### src/rtl/lsu.sv
// RV32I load/store unit: one aligned access per instruction over a valid/ready
// data-memory port, with store lane steering, load extension and fault reporting.
module lsu #(
   parameter int unsigned TIMEOUT_CYCLES = 16
) (
   input  logic        clk,
   input  logic        rst,
   input  logic        req_valid,
   input  logic        req_we,
   input  logic [2:0]  req_funct3,
   input  logic [31:0] req_addr,
   input  logic [31:0] req_wdata,
   output logic        stall,
   output logic        done,
   output logic [31:0] rdata,
   output logic        err,
   output logic [1:0]  err_code,
   output logic        mem_valid,
   output logic        mem_we,
   output logic [31:0] mem_addr,
   output logic [3:0]  mem_wstrb,
   output logic [31:0] mem_wdata,
   input  logic        mem_ready,
   input  logic [31:0] mem_rdata,
   output logic [1:0]  dbg_state
);

   // Bus handshake: a beat transfers when mem_valid && mem_ready in the same
   // cycle; once raised, mem_valid and all mem_* fields hold until that beat
   // (or timeout/rst), and mem_ready is only looked at while in BUS.

   typedef enum logic [1:0] {
      IDLE = 2'd0,
      BUS  = 2'd1,
      DONE = 2'd2
   } state_t;

   localparam int unsigned TW = (TIMEOUT_CYCLES > 1) ? $clog2(TIMEOUT_CYCLES + 1) : 1;
   localparam logic [TW-1:0] T_LIMIT = TW'(TIMEOUT_CYCLES);

   state_t        state;
   logic [TW-1:0] timer;
   logic [2:0]    op_funct3;
   logic [1:0]    op_off;

   logic          illegal;
   logic          misaligned;
   logic [3:0]    strb;
   logic [31:0]   wdata_rep;
   logic [7:0]    lane_b;
   logic [15:0]   lane_h;
   logic [31:0]   load_val;

   assign stall     = req_valid && (state != DONE);
   assign dbg_state = state;

   always_comb begin
      illegal    = 1'b0;
      misaligned = 1'b0;
      strb       = 4'b0000;
      wdata_rep  = req_wdata;
      if (req_we)
         illegal = req_funct3[2] | (req_funct3[1] & req_funct3[0]);
      else
         illegal = (req_funct3[1:0] == 2'b11) | (req_funct3[2:1] == 2'b11);
      case (req_funct3[1:0])
         2'b01:   misaligned = req_addr[0];
         2'b10:   misaligned = (req_addr[1:0] != 2'b00);
         default: misaligned = 1'b0;
      endcase
      case (req_funct3[1:0])
         2'b00: begin
            strb      = 4'b0001 << req_addr[1:0];
            wdata_rep = {4{req_wdata[7:0]}};
         end
         2'b01: begin
            strb      = req_addr[1] ? 4'b1100 : 4'b0011;
            wdata_rep = {2{req_wdata[15:0]}};
         end
         default: begin
            strb      = 4'b1111;
            wdata_rep = req_wdata;
         end
      endcase
   end

   // Load lane is chosen by the offset latched at issue, not the live request.
   always_comb begin
      lane_b   = mem_rdata[{op_off, 3'b000} +: 8];
      lane_h   = op_off[1] ? mem_rdata[31:16] : mem_rdata[15:0];
      load_val = mem_rdata;
      case (op_funct3)
         3'b000:  load_val = {{24{lane_b[7]}}, lane_b};
         3'b100:  load_val = {24'd0, lane_b};
         3'b001:  load_val = {{16{lane_h[15]}}, lane_h};
         3'b101:  load_val = {16'd0, lane_h};
         default: load_val = mem_rdata;
      endcase
   end

   always_ff @(posedge clk) begin
      if (rst) begin
         state     <= IDLE;
         timer     <= '0;
         op_funct3 <= 3'd0;
         op_off    <= 2'd0;
         mem_valid <= 1'b0;
         mem_we    <= 1'b0;
         mem_addr  <= 32'd0;
         mem_wstrb <= 4'd0;
         mem_wdata <= 32'd0;
         rdata     <= 32'd0;
         done      <= 1'b0;
         err       <= 1'b0;
         err_code  <= 2'b00;
      end else begin
         case (state)
            IDLE: begin
               if (req_valid) begin
                  if (illegal) begin
                     state    <= DONE;
                     done     <= 1'b1;
                     err      <= 1'b1;
                     err_code <= 2'b10;
                  end else if (misaligned) begin
                     state    <= DONE;
                     done     <= 1'b1;
                     err      <= 1'b1;
                     err_code <= 2'b01;
                  end else begin
                     state     <= BUS;
                     timer     <= TW'(1);
                     op_funct3 <= req_funct3;
                     op_off    <= req_addr[1:0];
                     mem_valid <= 1'b1;
                     mem_we    <= req_we;
                     mem_addr  <= {req_addr[31:2], 2'b00};
                     mem_wstrb <= req_we ? strb : 4'b0000;
                     mem_wdata <= req_we ? wdata_rep : 32'd0;
                  end
               end
            end
            BUS: begin
               if (mem_ready) begin
                  state     <= DONE;
                  mem_valid <= 1'b0;
                  done      <= 1'b1;
                  if (!mem_we)
                     rdata <= load_val;
               end else if ((TIMEOUT_CYCLES != 0) && (timer == T_LIMIT)) begin
                  state     <= DONE;
                  mem_valid <= 1'b0;
                  done      <= 1'b1;
                  err       <= 1'b1;
                  err_code  <= 2'b11;
                  if (!mem_we)
                     rdata <= 32'd0;
               end else begin
                  timer <= timer + 1'b1;
               end
            end
            DONE: begin
               state    <= IDLE;
               done     <= 1'b0;
               err      <= 1'b0;
               err_code <= 2'b00;
            end
            default: state <= IDLE;
         endcase
      end
   end

endmodule

### config.mk
export PLATFORM = sky130hd
export DESIGN_NAME = lsu
export DESIGN_NICKNAME = d
export VERILOG_FILES = /design/src/rtl/lsu.sv
export SDC_FILE = /design/constraint.sdc
export NUM_CORES = 1
export LEC_CHECK = 0
export BUFFER_PORTS_ARGS = -buffer_cell sky130_fd_sc_hd__buf_2
export CORE_ASPECT_RATIO = 1.75
export CORE_UTILIZATION = 40
export DETAILED_ROUTE_END_ITERATION = 10
export PLACE_DENSITY = 0.71
export RECOVER_POWER = 50
export SLEW_MARGIN = 40
export SYNTH_ARGS = -nofsm -noshare
export SYNTH_HDL_FRONTEND = slang
export SYNTH_SLANG_ARGS = --single-unit
### constraint.sdc
create_clock -name clk -period 1.66 [get_ports clk]
set_input_delay 0 -clock clk [delete_from_list [all_inputs] [get_ports clk]]
set_output_delay 0 -clock clk [all_outputs]
set_load 0.1 [all_outputs]
==> flow_metrics.py <==
metrics = {
    "route": {
        "routed_via_density": 5.23,
        "wire_per_inst_microns": 15.7,
        "detail_route.drc_violations": 0,
        "first_pass_iters": 7,
        "detail_route.iter0.violations": 296,
        "detailroute.via_count": 6169,
        "drtAntennaViolNets": 0,
        "detail_route.wirelength_microns": 18500,
    },
    "worst_setup_path": {
        "cp.required_ns": 2.00,
        "crit_path_max_fanout": 17,
        "dominant_delay_contributor_by_cell_family_on_the_critical_path": "simple AND/OR/NAND/NOR gates",
        "crit_arrival_ns": 1.97,
        "reg2reg_to": "mem_wdata[3]$_SDFFE_PP0P_",
        "critical_path_buf_inv_count": 3,
        "worstPathCellList": "inv_4 > ha_2 > nand2_2 > nor3_4 > buf_4 > buf_12 > nand3_1 > a21oi_1",
        "r2r_cells": 8,
        "cpMaxStageDelayCell": "dfxtp_4",
        "crit_path_end_kind": "flop",
        "path_class": "reg2reg",
        "timing.critical_path.slowest_cell_delay_ns": 0.35,
        "crit-reg2reg-launch": "dbg_state[1]$_SDFFE_PP0P_",
        "r2r_setup_slack_ns": 0.03,
        "timing.critical_path.from_type": "flop",
    },
    "global_route": {
        "grt_start_max_net_pins": 46,
        "vias_in_the_first_global_route": 5990,
        "global_route_wire_length_before_repair_microns": 28600,
        "grt_antenna_before_repair": 0,
        "grt_remaining_overflow": 0,
        "globalRouteTotalUtil": 0.267,
    },
    "finish": {
        "design.final.nets": 1108,
        "final_layout_size_suffix_gt1_frac": 0.323,
        "antenna-diode-count": 0,
        "fin_util": 0.660,
        "synthToLayoutAreaGrowth_pct": 60.6,
        "instances_no_fill": 1179,
        "layout.cell_area.non_filler_sq_mm": 0.00854,
    },
    "min_path": {
        "source_of_the_worst_hold_timing_path": "req_funct3[0]",
        "min_path_type": "in2reg",
        "hold_end": "op_funct3[0]$_SDFFE_PP0P_",
        "whs_path_depth": 4,
    },
    "clock_network": {
        "htree_levels": 4,
        "cts_buffers": 17,
        "cts.path.max_buffers": 2,
        "clk-insertion-delay-late_ns": 0.41,
        "clk_pin_slew_worst_paths_ns": 0.06,
        "cts_root_buffer": "clkbuf_16",
        "cts_sinks": 116,
        "tritoncts": "built",
    },
    "logic_synthesis": {
        "ys_seq_area_frac": 0.437,
        "synth.lib_cells_used.distinct": 48,
        "synthTopCellsByArea": "dfxtp_1 (44%), nand2_1 (12%), a21oi_1 (6.4%), a22o_1 (4.0%), o21ai_0 (3.4%)",
        "asyncSetResetFlopFracSynth": 0,
        "most_frequently_used_cell_type_in_the_post_synthesis_netlist": "nand2_1",
        "syn_area_sq_mm": 0.00532,
        "synth_seq_cells": 116,
        "synth_cells": 675,
        "post_synth.cell_area_avg_sq_um": 7.88,
        "synthDominantCellAreaShare": 0.437,
        "synth.yosys.warnings": 0,
        "ys.flop_type": "dfxtp_1",
        "edff_count_synth": 0,
        "synth.top_cells.by_count": "nand2_1 (170), dfxtp_1 (116), a21oi_1 (68)",
        "yosys.area.top_type": "dfxtp_1",
    },
    "sta": {
        "min_period_over_period": 0.980,
        "min_period_ns": 1.63,
        "worst_slack_ns": 0.0340,
        "final-max-slew-violation-count": 0,
        "worst_slew_slack_as_a_fraction_of_its_limit": 0.600,
        "clock.fmax_mhz": 615,
        "finalSetupViolations": 0,
        "worst_clock_skew_ns": 0.0101,
        "grt_setup_unrepaired": "yes",
        "finalHoldViolations": 0,
        "tightestPinTransition_ns": 0.602,
    },
    "floorplanning": {
        "io_pins": 213,
        "fp.dieArea_sq_mm": 0.0138,
        "row_count": 55,
        "initial_utilization": 0.411,
        "fp.dieH_microns": 155,
        "floorplan.die.width_microns": 89.2,
        "core-area_sq_mm": 0.0129,
    },
    "placement": {
        "post_dp_cell_area_sq_mm": 0.00675,
        "place_ws_ns": -0.0763,
        "hpwlAfterDp_microns": 11600,
        "gp_congestion": 0.830,
        "placed_cells": 1041,
        "port_buffers": 210,
    },
    "outcome": {
        "outcome": "completed",
    },
    "power_and_ir_drop": {
        "power_per_cell_area_mw_per_mm2": 1090,
        "vdd_ir_drop_max_mv": 0.711,
        "pleak_nw": 3.75,
    },
    "job": {
        "max_capacitance_violation_count": 0,
    },
}
## metrics by stage
stage | power, mW | setup TNS, ns | hold slack, ns
2_1_floorplan | 4.67 | -1.22 | 0.136
3_3_place_gp | 5.18 | -0.0741 | 0.240
3_5_place_dp | 5.19 | -1.98 | 0.248
4_1_cts | 9.25 | -0.00661 | 0.000403
5_1_grt | 9.68 | -0.784 | 0.0309
6_report | 9.33 | 0 | 0.00950
## repair_timing
action	4_1_cts	5_1_grt
endpoints found under the setup margin	2	66
pin swaps	0	4
hold endpoints to repair	97	1
gates resized for setup	1	20
cloned	0	1
buffers inserted	0	7
hold buffers	97	1
## final cells by class
class | count | area (sq um)
fill | 1090 | 4400
inverter | 18 | 70.1
timing repair buffer | 355 | 2460
tap | 171 | 214
multi-input combinational | 487 | 2840
clock inverter | 13 | 181
clock buffer | 19 | 443
sequential | 116 | 2330
## worst max-delay path by stage
stage,cells past startpoint,start,slack (ns),to
after floorplan,8,dbg_state[1]$_SDFFE_PP0P_,-0.1,rdata[19]$_SDFFE_PP0P_
after global placement,8,req_funct3[0],-0.02,timer[3]$_SDFFE_PP0P_
after detailed placement,8,req_funct3[0],-0.08,dbg_state[1]$_SDFFE_PP0P_
after CTS,5,op_off[1]$_SDFFE_PP0P_,-0.007,rdata[13]$_SDFFE_PP0P_
after global routing,7,timer[1]$_SDFFE_PP0P_,-0.06,timer[3]$_SDFFE_PP0P_
final,8,dbg_state[1]$_SDFFE_PP0P_,0.03,mem_wdata[3]$_SDFFE_PP0P_
## flip-flops by register name (all words and copies together) (netlist names), 2 cells and up
signal and count:
op_funct3 3, timer 5, err_code 2, mem_addr 30, op_off 2, mem_wstrb 4
rdata 32, dbg_state 2, mem_wdata 32
## where the power goes
group	internal [mW]	switching, mW
clock network	2.55	1.35
registers	2.92	0.0896
logic	0.740	1.68
total	6.21	3.12
## cells in the final DEF (no fill, tap or decap), types with 8 or more instances in the layout
cell type      synthesis  layout
nand2_1              170     168
clkbuf_16              0      18
nor2_1                27      27
a31oi_1                9       8
clkbuf_2               0     105
o221ai_1               8       8
buf_4                  7      41
o21ai_0               36      34
a22o_1                24      24
o31ai_1               18      18
buf_2                 18     105
inv_1                 18      15
nand2b_1              20      20
a21oi_1               68      67
nand3_1               21      21
dfxtp_1              116     112
nand3b_1              18      18
dlygate4sd3_1          0      98
## routing by layer
layer | share of wire | up-vias | track usage
met5 | 0 | - | 0
met4 | 0.037 | 0 | 0.130
met3 | 0.066 | 47 | 0.0614
met2 | 0.53 | 302 | 0.481
met1 | 0.37 | 2847 | 0.282
li1 | - | 2973 | -
## kinds of logic (layout without fill, tap and decap cells)
group / after synthesis / after routing / share of synthesized area
AND/OR/NAND/NOR: 286 / 286 / 0.245
AO/OA/AOI/OAI: 185 / 185 / 0.223
flip-flops: 116 / 116 / 0.437
buffers and inverters: 73 / 405 / 0.0635
adder cells (fa/ha/maj): 9 / 9 / 0.0212
multiplexers: 5 / 5 / 0.00988
other: 1 / 2 / 0.000705
## worst min-delay path, delay by kind of cell
family                 cells  cell delay [ns]
buffers and inverters      2             0.25
AO/OA/AOI/OAI              1             0.06
AND/OR/NAND/NOR            1             0.07
No activity file was read; power rests on OpenSTA's default activity.
